### src/rtl/vga_timing_pkg.sv
// Shared types and constants for the VGA raster timing generator: default 640x480@60
// timing, pattern mode encodings and the 1-bit-per-channel colour-bar table.
package vga_timing_pkg;

    localparam int unsigned DEF_H_VISIBLE = 640;
    localparam int unsigned DEF_H_FRONT   = 16;
    localparam int unsigned DEF_H_SYNC    = 96;
    localparam int unsigned DEF_H_BACK    = 48;
    localparam int unsigned DEF_V_VISIBLE = 480;
    localparam int unsigned DEF_V_FRONT   = 10;
    localparam int unsigned DEF_V_SYNC    = 2;
    localparam int unsigned DEF_V_BACK    = 33;
    localparam int unsigned FRAME_CNT_W   = 8;

    typedef enum logic [1:0] {
        MODE_WHITE = 2'd0,
        MODE_BARS  = 2'd1,
        MODE_CHECK = 2'd2,
        MODE_ANIM  = 2'd3
    } mode_e;

    typedef struct packed {
        logic r;
        logic g;
        logic b;
    } rgb1_t;

    // Bar order left to right: white, yellow, cyan, green, magenta, red, blue, black
    function automatic rgb1_t bar_rgb(input logic [2:0] idx);
        rgb1_t c;
        case (idx)
            3'd0:    c = rgb1_t'(3'b111);
            3'd1:    c = rgb1_t'(3'b110);
            3'd2:    c = rgb1_t'(3'b011);
            3'd3:    c = rgb1_t'(3'b010);
            3'd4:    c = rgb1_t'(3'b101);
            3'd5:    c = rgb1_t'(3'b100);
            3'd6:    c = rgb1_t'(3'b001);
            default: c = rgb1_t'(3'b000);
        endcase
        return c;
    endfunction

endpackage

### src/rtl/vga_timing_gen_pattern.sv
// Test-pattern source: registers one RGB pixel per pix_en update, aligned with the
// timing outputs. Bar index is tracked by a sub-counter instead of dividing x.
module vga_pattern_gen
    import vga_timing_pkg::*;
#(
    parameter int unsigned H_TOTAL    = 800,
    parameter int unsigned H_VISIBLE  = 640,
    parameter int unsigned CNT_W      = 10,
    parameter int unsigned COLOR_W    = 4,
    parameter int unsigned CHECK_LOG2 = 5
) (
    input  logic               clk,
    input  logic               rst,
    input  logic               pix_en,
    input  logic               de,
    input  logic [CNT_W-1:0]   x,
    input  logic               chk_y,
    input  mode_e              mode_q,
    input  logic               anim_phase,
    output logic [COLOR_W-1:0] red,
    output logic [COLOR_W-1:0] green,
    output logic [COLOR_W-1:0] blue
);

    localparam int unsigned BAR_W = H_VISIBLE / 8;
    localparam logic [CNT_W-1:0] H_LAST_CNT = CNT_W'(H_TOTAL - 1);
    localparam logic [CNT_W-1:0] BAR_LAST   = CNT_W'(BAR_W - 1);

    logic [CNT_W-1:0]   bar_px_q, bar_px_d;
    logic [2:0]         bar_idx_q, bar_idx_d;
    logic [COLOR_W-1:0] red_q, red_d, green_q, green_d, blue_q, blue_d;
    rgb1_t              pix_c;

    // Pixel colour for the current counter position
    always_comb begin
        pix_c = rgb1_t'(3'b000);
        case (mode_q)
            MODE_WHITE: pix_c = rgb1_t'(3'b111);
            MODE_BARS:  pix_c = bar_rgb(bar_idx_q);
            MODE_CHECK: pix_c = {3{x[CHECK_LOG2] ^ chk_y}};
            MODE_ANIM:  pix_c = {3{x[CHECK_LOG2] ^ chk_y ^ anim_phase}};
            default:    pix_c = rgb1_t'(3'b000);
        endcase
    end

    // Bar sub-counter tracks the pixel currently on h_cnt; restarts with every line
    always_comb begin
        bar_px_d  = bar_px_q;
        bar_idx_d = bar_idx_q;
        red_d     = red_q;
        green_d   = green_q;
        blue_d    = blue_q;
        if (pix_en) begin
            if (x == H_LAST_CNT) begin
                bar_px_d  = '0;
                bar_idx_d = '0;
            end else if (bar_px_q == BAR_LAST) begin
                bar_px_d  = '0;
                bar_idx_d = bar_idx_q + 3'd1;
            end else begin
                bar_px_d  = bar_px_q + CNT_W'(1);
            end
            red_d   = de ? {COLOR_W{pix_c.r}} : '0;
            green_d = de ? {COLOR_W{pix_c.g}} : '0;
            blue_d  = de ? {COLOR_W{pix_c.b}} : '0;
        end
    end

    always_ff @(posedge clk or negedge rst) begin
        if (!rst) begin
            bar_px_q  <= '0;
            bar_idx_q <= '0;
            red_q     <= '0;
            green_q   <= '0;
            blue_q    <= '0;
        end else begin
            bar_px_q  <= bar_px_d;
            bar_idx_q <= bar_idx_d;
            red_q     <= red_d;
            green_q   <= green_d;
            blue_q    <= blue_d;
        end
    end

    assign red   = red_q;
    assign green = green_q;
    assign blue  = blue_q;

endmodule

### src/rtl/vga_timing_gen.sv
// Parametrised VGA raster timing generator with built-in test patterns.
// Optional macro VGA_FRAME_ANIM_EN builds a live frame counter and animates mode 3.
module vga_timing_gen
    import vga_timing_pkg::*;
#(
    parameter int unsigned H_VISIBLE  = DEF_H_VISIBLE,
    parameter int unsigned H_FRONT    = DEF_H_FRONT,
    parameter int unsigned H_SYNC     = DEF_H_SYNC,
    parameter int unsigned H_BACK     = DEF_H_BACK,
    parameter int unsigned V_VISIBLE  = DEF_V_VISIBLE,
    parameter int unsigned V_FRONT    = DEF_V_FRONT,
    parameter int unsigned V_SYNC     = DEF_V_SYNC,
    parameter int unsigned V_BACK     = DEF_V_BACK,
    parameter logic        HS_ACTIVE  = 1'b0,
    parameter logic        VS_ACTIVE  = 1'b0,
    parameter int unsigned CNT_W      = 10,
    parameter int unsigned COLOR_W    = 4,
    parameter int unsigned CHECK_LOG2 = 5
) (
    input  logic               clk,
    input  logic               rst,
    input  logic               pix_en,
    input  logic [1:0]         mode,
    output logic               hs,
    output logic               vs,
    output logic               de,
    output logic [CNT_W-1:0]   x,
    output logic [CNT_W-1:0]   y,
    output logic               line_start,
    output logic               frame_start,
    output logic [7:0]         frame_cnt,
    output logic [COLOR_W-1:0] red,
    output logic [COLOR_W-1:0] green,
    output logic [COLOR_W-1:0] blue
);

    localparam int unsigned H_TOTAL = H_VISIBLE + H_FRONT + H_SYNC + H_BACK;
    localparam int unsigned V_TOTAL = V_VISIBLE + V_FRONT + V_SYNC + V_BACK;

    localparam logic [CNT_W-1:0] H_VIS_CNT  = CNT_W'(H_VISIBLE);
    localparam logic [CNT_W-1:0] H_LAST_CNT = CNT_W'(H_TOTAL - 1);
    localparam logic [CNT_W-1:0] HS_BEG_CNT = CNT_W'(H_VISIBLE + H_FRONT);
    localparam logic [CNT_W-1:0] HS_END_CNT = CNT_W'(H_VISIBLE + H_FRONT + H_SYNC - 1);
    localparam logic [CNT_W-1:0] V_VIS_CNT  = CNT_W'(V_VISIBLE);
    localparam logic [CNT_W-1:0] V_LAST_CNT = CNT_W'(V_TOTAL - 1);
    localparam logic [CNT_W-1:0] VS_BEG_CNT = CNT_W'(V_VISIBLE + V_FRONT);
    localparam logic [CNT_W-1:0] VS_END_CNT = CNT_W'(V_VISIBLE + V_FRONT + V_SYNC - 1);

    logic [CNT_W-1:0] h_cnt_q, h_cnt_d, v_cnt_q, v_cnt_d;
    logic [CNT_W-1:0] x_q, x_d, y_q, y_d;
    logic             hs_q, hs_d, vs_q, vs_d, de_q, de_d;
    logic             line_start_q, line_start_d, frame_start_q, frame_start_d;
    mode_e            mode_q, mode_d;
    logic             h_last_c, v_last_c, de_c, frame_end_c, anim_phase_c;

    assign h_last_c    = (h_cnt_q == H_LAST_CNT);
    assign v_last_c    = (v_cnt_q == V_LAST_CNT);
    assign de_c        = (h_cnt_q < H_VIS_CNT) && (v_cnt_q < V_VIS_CNT);
    assign frame_end_c = pix_en && h_last_c && v_last_c;

    // Counters advance and outputs capture the current position on pix_en; strobes self-clear
    always_comb begin
        h_cnt_d       = h_cnt_q;
        v_cnt_d       = v_cnt_q;
        hs_d          = hs_q;
        vs_d          = vs_q;
        de_d          = de_q;
        x_d           = x_q;
        y_d           = y_q;
        mode_d        = mode_q;
        line_start_d  = 1'b0;
        frame_start_d = 1'b0;
        if (pix_en) begin
            h_cnt_d = h_last_c ? '0 : h_cnt_q + CNT_W'(1);
            if (h_last_c) begin
                v_cnt_d = v_last_c ? '0 : v_cnt_q + CNT_W'(1);
            end
            hs_d          = (h_cnt_q >= HS_BEG_CNT && h_cnt_q <= HS_END_CNT) ? HS_ACTIVE : ~HS_ACTIVE;
            vs_d          = (v_cnt_q >= VS_BEG_CNT && v_cnt_q <= VS_END_CNT) ? VS_ACTIVE : ~VS_ACTIVE;
            de_d          = de_c;
            x_d           = h_cnt_q;
            y_d           = v_cnt_q;
            line_start_d  = (h_cnt_q == '0);
            frame_start_d = (h_cnt_q == '0) && (v_cnt_q == '0);
        end
        // Mode only changes across a frame boundary so a frame is never torn
        if (frame_end_c) begin
            mode_d = mode_e'(mode);
        end
    end

    always_ff @(posedge clk or negedge rst) begin
        if (!rst) begin
            h_cnt_q       <= '0;
            v_cnt_q       <= '0;
            hs_q          <= ~HS_ACTIVE;
            vs_q          <= ~VS_ACTIVE;
            de_q          <= 1'b0;
            x_q           <= '0;
            y_q           <= '0;
            line_start_q  <= 1'b0;
            frame_start_q <= 1'b0;
            mode_q        <= MODE_WHITE;
        end else begin
            h_cnt_q       <= h_cnt_d;
            v_cnt_q       <= v_cnt_d;
            hs_q          <= hs_d;
            vs_q          <= vs_d;
            de_q          <= de_d;
            x_q           <= x_d;
            y_q           <= y_d;
            line_start_q  <= line_start_d;
            frame_start_q <= frame_start_d;
            mode_q        <= mode_d;
        end
    end

`ifdef VGA_FRAME_ANIM_EN
    logic [FRAME_CNT_W-1:0] frame_cnt_q, frame_cnt_d;

    // Steps at the frame boundary so each frame carries one value, including its first pixel
    always_comb begin
        frame_cnt_d = frame_cnt_q;
        if (frame_end_c) begin
            frame_cnt_d = frame_cnt_q + FRAME_CNT_W'(1);
        end
    end

    always_ff @(posedge clk or negedge rst) begin
        if (!rst) begin
            frame_cnt_q <= '0;
        end else begin
            frame_cnt_q <= frame_cnt_d;
        end
    end

    assign frame_cnt    = frame_cnt_q;
    assign anim_phase_c = frame_cnt_q[0];
`else
    assign frame_cnt    = '0;
    assign anim_phase_c = 1'b0;
`endif

    vga_pattern_gen #(
        .H_TOTAL    (H_TOTAL),
        .H_VISIBLE  (H_VISIBLE),
        .CNT_W      (CNT_W),
        .COLOR_W    (COLOR_W),
        .CHECK_LOG2 (CHECK_LOG2)
    ) u_pattern (
        .clk        (clk),
        .rst        (rst),
        .pix_en     (pix_en),
        .de         (de_c),
        .x          (h_cnt_q),
        .chk_y      (v_cnt_q[CHECK_LOG2]),
        .mode_q     (mode_q),
        .anim_phase (anim_phase_c),
        .red        (red),
        .green      (green),
        .blue       (blue)
    );

    assign hs          = hs_q;
    assign vs          = vs_q;
    assign de          = de_q;
    assign x           = x_q;
    assign y           = y_q;
    assign line_start  = line_start_q;
    assign frame_start = frame_start_q;

endmodule

### config.mk
export PLATFORM = sky130hd
export DESIGN_NAME = vga_timing_gen
export DESIGN_NICKNAME = d
export VERILOG_FILES = /design/src/rtl/vga_timing_pkg.sv /design/src/rtl/vga_timing_gen_pattern.sv /design/src/rtl/vga_timing_gen.sv
export SDC_FILE = /design/constraint.sdc
export NUM_CORES = 1
export LEC_CHECK = 0
export ABC_CLOCK_PERIOD_IN_PS = 1700
export CORE_ASPECT_RATIO = 0.5
export CORE_MARGIN = 5
export CORE_UTILIZATION = 48
export CTS_CLUSTER_SIZE = 8
export DETAILED_ROUTE_END_ITERATION = 12
export PLACE_DENSITY = 0.75
export SKIP_LAST_GASP = 1
export SYNTH_ARGS = -nofsm -noshare
export SYNTH_HDL_FRONTEND = slang
export SYNTH_SLANG_ARGS = --single-unit
### constraint.sdc
create_clock -name clk -period 1.7 [get_ports clk]
set_clock_uncertainty 0.2 [all_clocks]
set_input_delay 0.34 -clock clk [delete_from_list [all_inputs] [get_ports clk]]
set_output_delay 0.34 -clock clk [all_outputs]
set_load 0.01 [all_outputs]
==> results.txt, run 1 <==
Fraction of layout cells with a size suffix above 1: 39.53%
Post-Syn Area per Cell: 11.00 sq um
Dpl cells: 447
Reg2reg path depth: 6
Max Freq: 530.7 MHz
Worst R2R Start: h_cnt_q[6]$_DFFE_PN0P_
Final HPWL DP: 5.374 mm
Total GRT Usage: 19.26%
Setup ws final: -0.1842 ns
Chip Width: 124.9 um
Multi-input logic area: 1620 sq um
Sequential area share after synthesis: 49.82%
Worst setup endpoint: u_pattern.bar_px_q[2]$_DFFE_PN0P_
Via/cell ratio: 5.352
Initial Utilization: 50.86%
Synth cell count leaders: 61 x dfrtp_1, 22 x mux2_2, 19 x nor2_1, 18 x buf_4, 18 x nand2_1
Largest net degree at the start of global routing: 56
Number of distinct library cells after synthesis: 52
Top FF cell, synth: dfrtp_1
Fill count: 424
GPL Wtd Cong: 0.8816
Run status: finished, violations left
CTS tree: built
Tmin final: 1.884 ns
First-pass GRT wire length: 12.52 mm
RR Endpoint: u_pattern.bar_px_q[2]$_DFFE_PN0P_
Row cnt: 20
Initial antenna violation count: 0
CP Launch Type: register
Ant. Diodes: 0
MaxCap Viol Count: 0
Period utilization: 110.8%
Non-Filler Instances: 475
Dominant cells by area after synthesis: dfrtp_1 48%, mux2_2 7.8%, buf_4 4.3%
Leak: 2.165 nW
Final wirelength: 7.862 mm
Boundary Pins: 50
Worst setup path category: register to register
Initial DRC count: 100
First-pass detailed-route iteration total: 4
Crit path max fanout: 3
Yosys warns: 0
Drt wl/cell: 16.55 um
Setup violations, final: 30
Worst-path clk slew: 0.05 ns
I/O Buffers: 41
Area Growth Syn to Fin: 43.19%
Failing checks: negative setup slack
Largest area contributor in the netlist: dfrtp_1
Vias in the first global route: 2609
Die H: 67.46 um
HP Class: input pin to asynchronous set/reset pin
Crit. End Element: register
Max VDD drop: 0.0006194 V
Pwr dens: 1052 nW/um^2
Synth top area share: 48.16%
Global route total overflow: 0
Synth Instances: 288
Latest clock arrival within the worst-skew pair: 0.33 ns
H-tree depth: 3
Most instantiated library cell after synthesis: dfrtp_1
Routed Antenna Nets: 0
Reg2Reg Setup Slack: -0.18 ns
Clk Tree Root Cell: clkbuf_16
Num CTS Buffers: 9
Clock sink count: 63
DRC viols: 0
Synthesized area: 3169 sq um
Worst Path Arrival: 1.87 ns
Core Box Area: 6231 sq um
Critical Path Start: h_cnt_q[6]$_DFFE_PN0P_
Register area: 1580 sq um
Seq cells post-synth: 63
Via Count: 2542
CTS Buffer Depth: 2
Fin. max-slew vios: 0
Final hold vios: 0
Synth async-reset ratio: 100.0%
Nets: 397
Die area: 8426 sq um
Worst EP required: 1.69 ns
RSZ-0062 raised after global routing: true
Number of enable flip-flop cells after synthesis: 0
Post-Route Utilization: 72.83%
cell type report:
cell class | count | share of cell area [%]
Timing Repair Buffer | 104 | 19.55
Clock inverter | 4 | 0.9926
Sequential cell | 63 | 34.82
Multi-Input combinational cell | 191 | 35.70
Tap cell | 88 | 2.426
Inverter | 13 | 1.075
Clock buffer | 12 | 5.431
layer usage:
metal / global-route usage [%] / vias up / wire length [um]
met5: 0 / - / 0
met4: 7.838 / 0 / 104
met3: 7.899 / 14 / 554
met2: 33.06 / 105 / 3878
met1: 22.03 / 1238 / 3325
li1: - / 1185 / -
cell usage in the layout (no fill, tap or decap), types with 5 or more instances in the layout:
master / instances
dfrtp_1: 60
buf_4: 54
dlygate4sd2_1: 36
mux2_2: 20
nand2_1: 16
inv_1: 12
nor3_1: 11
nor2_1: 11
nand4_1: 10
xnor2_1: 9
clkbuf_16: 9
conb_1: 8
o21ai_0: 6
xor2_1: 6
nor2_4: 5
o21ai_2: 5
o21ai_1: 5
ha_2: 5
buf_6: 5
logic make-up (layout without fill, tap and decap cells):
| family | count (synthesis) | after routing | synth area share [%] |
|---|---|---|---|
| XOR/XNOR | 15 | 15 | 4.145 |
| AND/OR/NAND/NOR | 97 | 97 | 18.32 |
| multiplexers | 24 | 24 | 8.449 |
| AO/OA/AOI/OAI | 37 | 37 | 7.343 |
| flip-flops | 63 | 63 | 49.82 |
| adder cells (fa/ha/maj) | 10 | 10 | 3.948 |
| other | 1 | 8 | 0.1183 |
| buffers and inverters | 41 | 133 | 7.856 |
flip-flops by register name, summed over array words and instances, names as in the netlist:
| name | cells |
|---|---|
| h_cnt_q | 10 |
| u_pattern.bar_px_q | 10 |
| v_cnt_q | 10 |
| x | 10 |
| y | 10 |
| u_pattern.bar_idx_q | 3 |
| mode_q | 2 |
| de | 1 |
| frame_start | 1 |
| hs | 1 |
| line_start | 1 |
| u_pattern.blue | 1 |
| u_pattern.green | 1 |
| u_pattern.red | 1 |
| vs | 1 |
worst min-delay path by stage:
stage,from,to,cells past startpoint
2_1_floorplan,rst,de$_DFFE_PN0P_,0
3_3_place_gp,rst,y[3]$_DFFE_PN0P_,1
3_5_place_dp,rst,y[3]$_DFFE_PN0P_,1
4_1_cts,rst,y[3]$_DFFE_PN0P_,2
5_1_grt,rst,y[3]$_DFFE_PN0P_,2
6_report,rst,y[3]$_DFFE_PN0P_,2
power by group:
part           switching (mW)  leakage [nW]  internal [mW]
Combinational           0.549          1.22          0.569
Clock                   0.626         0.146           1.17
Sequential              0.150         0.800           1.71
repair_timing:
item,CTS,global route
pin swaps,21,16
buffers inserted,4,6
hold buffers,1,0
setup endpoints to repair,64,38
cloned,1,0
resized for setup,60,48
endpoints found under the hold margin,62,0
through the flow:
step                setup TNS [ns]  hold WS [ns]  instance area, sq um  setup WS, ns  power, mW
global route                -5.366        0.2259                  4538       -0.2440      5.002
global placement            -9.164      0.007283                  3934       -0.2559      2.896
detailed placement          -10.88      0.009018                  3934       -0.2884      2.952
CTS                         -1.285        0.1901                  4297      -0.08457      4.718
finish                      -2.764        0.1977                  4538       -0.1842      4.772
floorplan                 -0.01559       -0.1556                  3227     -0.007793      2.435
critical path, stage by stage (launching register included):
cell,delay [ns]
dfrtp_2,0.42
nor4b_4,0.35
buf_4,0.19
and3_4,0.21
buf_4,0.12
o21ai_1,0.08
o2bb2ai_1,0.18
No activity file was read; power rests on OpenSTA's default activity.
==> inputs of run 2 (changes only) <==
ABC_CLOCK_PERIOD_IN_PS = 1900   (was 1700)
CORE_UTILIZATION = 54   (was 48)
PLACE_DENSITY = 0.8   (was 0.75)
TNS_END_PERCENT = 50   (was unset)
clock period = 1.9 ns   (was 1.7 ns; I/O delays follow)
==> run 2 against run 1 <==
Net effect:
- the run now ends clean
- core utilization grew 1.7 points
- via count is 4.2% lower
- sequential share of layout area rose by 3.1 points
- critical path depth fell by 5
- global-route usage is essentially flat
- cell count down 7.8%
- clock power shrank 16%
- clock-buffer cell count is the same
- sequential power is 9% lower
- non-clock buffer count fell by 22
- largest cell class is now registers
- largest power group unchanged
==> results.txt, run 2 (same netlist as run 1, synthesis figures left out) <==
Run status: completed
MaxCap Viol Count: 0 (unchanged)
Boundary Pins: 50 (unchanged)
Drt wl/cell: 15.92 um (-3.8%)
Slowest-stage cell, CP: clkdlybuf4s50_1
Area post-placement: 3822 sq um (-2.8%)
Final wirelength: 6.974 mm (-11%)
CTS tree: built
Worst setup path category: register to output port
Setup violations, final: 0 (-100%)
Fin. max-slew vios: 0 (unchanged)
Ant. Diodes: 0 (unchanged)
Latest clock arrival within the worst-skew pair: 0.32 ns (about the same)
Initial DRC count: 200 (+100%)
Num CTS Buffers: 9 (unchanged)
Setup TNS: 0 ns (+2.764 ns)
DRC viols: 0 (unchanged)
Post-Route Utilization: 74.54% (+1.7 points)
Worst Path Buf+Inv: 1 (-1)
Period utilization: 99.05%
Max Freq: 531.3 MHz
Max VDD drop: 0.0005819 V (-6.1%)
GPL Wtd Cong: 0.9631 (+9.2%)
Final HPWL DP: 4.998 mm (-7.0%)
First-pass detailed-route iteration total: 4 (unchanged)
Worst path max stage delay: 0.57 ns (+0.15 ns)
Core Box Area: 5587 sq um (-10%)
Worst-path clk slew: 0.05 ns (about the same)
Row cnt: 19 (-5.0%)
Initial antenna violation count: 0 (unchanged)
Die H: 64.17 um (-4.9%)
Tmin final: 1.882 ns
CTS Buffer Depth: 2 (unchanged)
Leak: 1.936 nW (-11%)
Die area: 7594 sq um (-9.9%)
HP Class: input pin to asynchronous set/reset pin
Top delay family on crit path: buffers and inverters
Via Count: 2436 (-4.2%)
Crit-path cells: clkdlybuf4s50_1
Worst Path Arrival: 1.30 ns (-0.57 ns)
Nets: 375 (-5.5%)
Area Growth Syn to Fin: 31.39%
First-pass GRT wire length: 11.81 mm (-5.7%)
Initial Utilization: 56.73% (+5.9 points)
Routed Antenna Nets: 0 (unchanged)
Crit. End Element: output port
I/O Buffers: 41 (unchanged)
Clk Tree Root Cell: clkbuf_16
Vias in the first global route: 2497 (-4.3%)
Final instance area: 4164 sq um (-8.2%)
Fraction of layout cells with a size suffix above 1: 27.40% (-12 points)
Commonest non-fill, non-tap cell in the layout: dfrtp_1
Crit path max fanout: 5 (+2)
Total GRT Usage: 19.26% (about the same)
CP Launch Type: register
RSZ-0062 raised after global routing: true
Worst EP required: 1.32 ns (-0.37 ns)
Final hold vios: 0 (unchanged)
Fill count: 343 (-19%)
Via/cell ratio: 5.562 (+3.9%)
Chip Width: 118.3 um (-5.3%)
Pwr dens: 981.8 nW/um^2 (-6.6%)
Clock sink count: 63 (unchanged)
H-tree depth: 3 (unchanged)
Largest net degree at the start of global routing: 24 (-57%)
Commonest non-fill, non-tap cells in the layout: 60 x dfrtp_1, 38 x clkdlybuf4s50_1, 37 x buf_4
Global route total overflow: 0 (unchanged)
-- run 2: changes by cell type in the layout (fill, tap and decap cells not counted), moves of 6 or more --
cell	before	now
nor2_1	11	18
ha_1	4	10
dlygate4sd2_1	36	1
buf_4	54	37
clkdlybuf4s50_1	3	38
o21ai_0	6	15
-- run 2: final timing paths --
path | startpoint | endpoint | slack (ns) | depth (start not counted)
setup reg to reg | h_cnt_q[6]$_DFFE_PN0P_ | v_cnt_q[9]$_DFFE_PN0P_ | 0.06 | 5
min in group clk | vs$_DFFE_PN1P_ | vs$_DFFE_PN1P_ | 0.29 | 2
hold reg to reg | vs$_DFFE_PN1P_ | vs$_DFFE_PN1P_ | 0.29 | 2
max in group asynchronous | rst | vs$_DFFE_PN1P_ | 0.69 | 3
setup / recovery | u_pattern.green[2]$_DFFE_PN0P_ | green[2] | 0.02 | 1
hold / removal | rst | x[6]$_DFFE_PN0P_ | 0.28 | 2
-- run 2: timing repair --
item                                    in CTS  in global routing
buffers inserted                             0                  1
pin swaps                                    0                  2
hold buffers                                 1                  0
hold endpoints to repair                     9                  0
endpoints found under the setup margin       2                 31
resized for setup                            1                 10
-- run 2: per-stage QoR --
step | total power [mW] | hold WS [ns] | instances | worst slack, ns
2_1_floorplan | 2.160 | -0.1156 | 295 | 0.1154
3_3_place_gp | 2.529 | 0.08257 | 420 | -0.1050
3_5_place_dp | 2.561 | 0.08943 | 420 | -0.1544
4_1_cts | 4.085 | 0.2748 | 437 | -0.06050
5_1_grt | 4.288 | 0.3141 | 438 | -0.01521
6_report | 4.088 | 0.2784 | 438 | 0.01796
-- run 2: layer usage --
metal | track usage [%] | wire length, um | vias up
li1 | - | - | 1133
met1 | 22.74 | 2872 | 1211
met2 | 33.82 | 3558 | 81
met3 | 6.344 | 446 | 11
met4 | 6.009 | 97 | 0
met5 | 0 | 0 | -
-- run 2: power by group --
group / internal, mW / total [mW] / switching [mW]
sequential: 1.53 / 1.70 / 0.166
clock: 0.943 / 1.50 / 0.558
combinational: 0.472 / 0.891 / 0.420
total: 2.95 / 4.09 / 1.14
-- run 2: layout make-up --
cell class	instances	area (sq um)	area share, %
Inverter	13	48.80	1.172
Clock inverter	4	20.02	0.4808
Timing Repair Buffer	82	754.5	18.12
Clock buffer	12	256.5	6.160
Sequential cell	63	1580	37.95
Multi-Input combinational cell	191	1413	33.92
Tap cell	73	91.34	2.194
==> inputs of run 3 (changes only) <==
--- a/config.mk
+++ b/config.mk
@@ -7,5 +7,4 @@
 export LEC_CHECK = 0
-export ABC_CLOCK_PERIOD_IN_PS = 1900
+export ABC_CLOCK_PERIOD_IN_PS = 2000
 export CORE_ASPECT_RATIO = 0.5
-export CORE_MARGIN = 5
 export CORE_UTILIZATION = 54
==> constraint.sdc (replaced) <==
create_clock -name clk -period 2 [get_ports clk]
set_clock_uncertainty 0.2 [all_clocks]
set_input_delay 0.2 -clock clk [delete_from_list [all_inputs] [get_ports clk]]
set_output_delay 0.2 -clock clk [all_outputs]
set_load 0.01 [all_outputs]
==> run 3 against run 2 <==
Net effect:
- critical path type is now register to register
- cell count fell by 2.7%
- highest routed layer unchanged
- flip-flop and latch count stayed put
- die area is 18% lower
- worst hold slack got worse by 0.11 ns
- register-to-register slack improved by 0.06 ns
- power decreased by 0.99%
- combinational power is 12% lower
- non-clock buffer count shrank 12
- sequential share of layout area rose by 1.1 points
- via count down 1.5%
- clock power up 10%
- routed wire length is 2.3% lower
==> results.txt, run 3 (same netlist as run 1, synthesis figures left out) <==
Fin. max-slew vios: 0 (unchanged)
Worst R2R Start: h_cnt_q[5]$_DFFE_PN0P_
MaxCap Viol Count: 0 (unchanged)
Clock sink count: 63 (unchanged)
Initial DRC count: 196 (-2.0%)
Post-Route Utilization: 72.67% (-1.9 points)
Latest clock arrival within the worst-skew pair: 0.33 ns (about the same)
Worst Path Arrival: 1.89 ns (+0.59 ns)
Power share of the clock group: 40.8% (+4.1 points)
Initial Utilization: 56.97% (+0.24 points)
CTS Buffer Depth: 2 (unchanged)
Via/cell ratio: 5.631 (+1.3%)
Initial antenna violation count: 0 (unchanged)
Dpl cells: 409 (-2.6%)
Met3 Use GR: 8.197% (+1.9 points)
Core Box Area: 5563 sq um (-0.43%)
Net Sw Frac: 26.30% (-1.7 points)
Ant. Diodes: 0 (unchanged)
I/O Buffers: 41 (unchanged)
Top Usage Layer GRT: met2
Top delay family on crit path: simple AND/OR/NAND/NOR gates
Worst setup path category: register to register
Crit-path cells: nor4b_4 > nand4_2 > nor2_1 > mux2_2
Nets: 363 (-3.2%)
Final HPWL DP: 4.531 mm (-9.3%)
Largest net degree at the start of global routing: 41 (+71%)
Crit. End Element: register
Final wirelength: 6.816 mm (-2.3%)
Vias in the first global route: 2440 (-2.3%)
Worst-path clk slew: 0.05 ns (about the same)
Max Freq: 532.3 MHz
Worst path max stage delay: 0.42 ns (-0.15 ns)
M2 GR Usage: 40.91% (+7.1 points)
Drt wl/cell: 16.00 um (+0.49%)
Total GRT Usage: 25.24% (+6.0 points)
Reg2reg path depth: 4 (-1)
H-tree depth: 3 (unchanged)
HP Class: input pin to asynchronous set/reset pin
Post-CTS Setup Inserts: 0 (unchanged)
Logic pwr share: 19.3% (-2.5 points)
Worst Path Buf+Inv: 0 (-1)
GR Util met1: 32.28% (+9.5 points)
Switching power: 1.065 mW (-6.9%)
CP Launch Type: register
Final instance area: 4043 sq um (-2.9%)
Cell internal pwr: 2.983 mW (+1.3%)
Num CTS Buffers: 9 (unchanged)
WP depth: 4 (+3)
Fill count: 363 (+5.8%)
CTS tree: built
GPL Wtd Cong: 0.8222 (-15%)
Via Count: 2399 (-1.5%)
Final hold vios: 0 (unchanged)
Fraction of layout cells with a size suffix above 1: 22.66% (-4.7 points)
Commonest non-fill, non-tap cells in the layout: 61 x dfrtp_1, 40 x clkdlybuf4s50_1, 27 x buf_4
Non-Filler Instances: 426 (-2.7%)
Row cnt: 19 (unchanged)
Hold_ws: 0.1674 ns (-0.1110 ns)
Chip Width: 110.3 um (-6.8%)
Commonest non-fill, non-tap cell in the layout: dfrtp_1
RSZ-0062 raised after global routing: true
Period utilization: 93.93%
Tmin final: 1.879 ns
First-pass GRT wire length: 11.66 mm (-1.3%)
Die area: 6198 sq um (-18%)
Max VDD drop: 0.0005823 V (about the same)
Tot Pwr: 4.048 mW (-0.99%)
DRC viols: 0 (unchanged)
Clk Tree Root Cell: clkbuf_16
Worst EP required: 2.01 ns (+0.69 ns)
First-pass detailed-route iteration total: 5 (+1)
Sequential Power Share: 39.8% (-1.7 points)
Crit path max fanout: 4 (-1)
Leak: 1.878 nW (-3.0%)
Slowest-stage cell, CP: dfrtp_1
Run status: completed
Routed Antenna Nets: 0 (unchanged)
Global route total overflow: 0 (unchanged)
Boundary Pins: 50 (unchanged)
Die H: 56.17 um (-12%)
Setup violations, final: 0 (unchanged)
Pwr dens: 1001 nW/um^2 (+2.0%)
Area post-placement: 3715 sq um (-2.8%)
Area Growth Syn to Fin: 27.56%
Critical Path Start: h_cnt_q[5]$_DFFE_PN0P_
==> run 3: changes by cell type in the layout (fill, tap and decap cells not counted), sizes merged <==
| cell | change |
|---|---|
| buf | -12 |
| dlymetal6s2s | -1 |
| clkdlybuf4s50 | +2 |
| dlygate4sd2 | -1 |
| clkinv | -2 |
| bufinv | +2 |
==> run 3: final timing paths <==
| check | end | slack, ns |
|---|---|---|
| min in group clk | vs$_DFFE_PN1P_ | 0.29 |
| max reg2reg | mode_q[0]$_DFFE_PN0P_ | 0.12 |
| max | mode_q[0]$_DFFE_PN0P_ | 0.12 |
| min | y[0]$_DFFE_PN0P_ | 0.17 |
| max in group asynchronous | hs$_DFFE_PN1P_ | 0.81 |
| min reg2reg | vs$_DFFE_PN1P_ | 0.29 |
==> run 3: what timing repair did <==
| action | CTS | global route |
|---|---|---|
| setup endpoints to repair | 0 | 9 |
| resized for setup | 0 | 1 |
| hold buffers | 1 | 0 |
| hold endpoints to repair | 23 | 0 |
==> run 3: layer usage <==
metal / wire length [um] / share of wire, %
met1: 2978 / 44
met2: 3432 / 50
met3: 276 / 4.0
met4: 128 / 1.9
met5: 0 / 0
==> run 3: power groups by stage <==
stage	Clock, mW	Sequential, mW	Combinational (mW)
floorplan	0	1.65	0.402
global placement	0	1.62	0.753
detailed placement	0	1.62	0.771
CTS	1.68	1.61	0.784
global route	1.75	1.64	0.850
finish	1.65	1.61	0.783
==> run 3: cell type report <==
class / count / area, sq um / area share (%)
Multi-Input combinational cell: 191 / 1369 / 33.86
Clock buffer: 12 / 246.5 / 6.097
Timing Repair Buffer: 70 / 638.1 / 15.78
Clock inverter: 4 / 70.07 / 1.733
Sequential cell: 63 / 1579 / 39.06
Tap cell: 73 / 91.34 / 2.259
Inverter: 13 / 48.80 / 1.207
==> run 3: through the flow <==
stage          setup slack (ns)    TNS (ns)
2_1_floorplan            0.2154           0
3_3_place_gp             0.1099           0
3_5_place_dp            0.01135           0
4_1_cts                 0.09454           0
5_1_grt              -0.0009670  -0.0009670
6_report                 0.1214           0
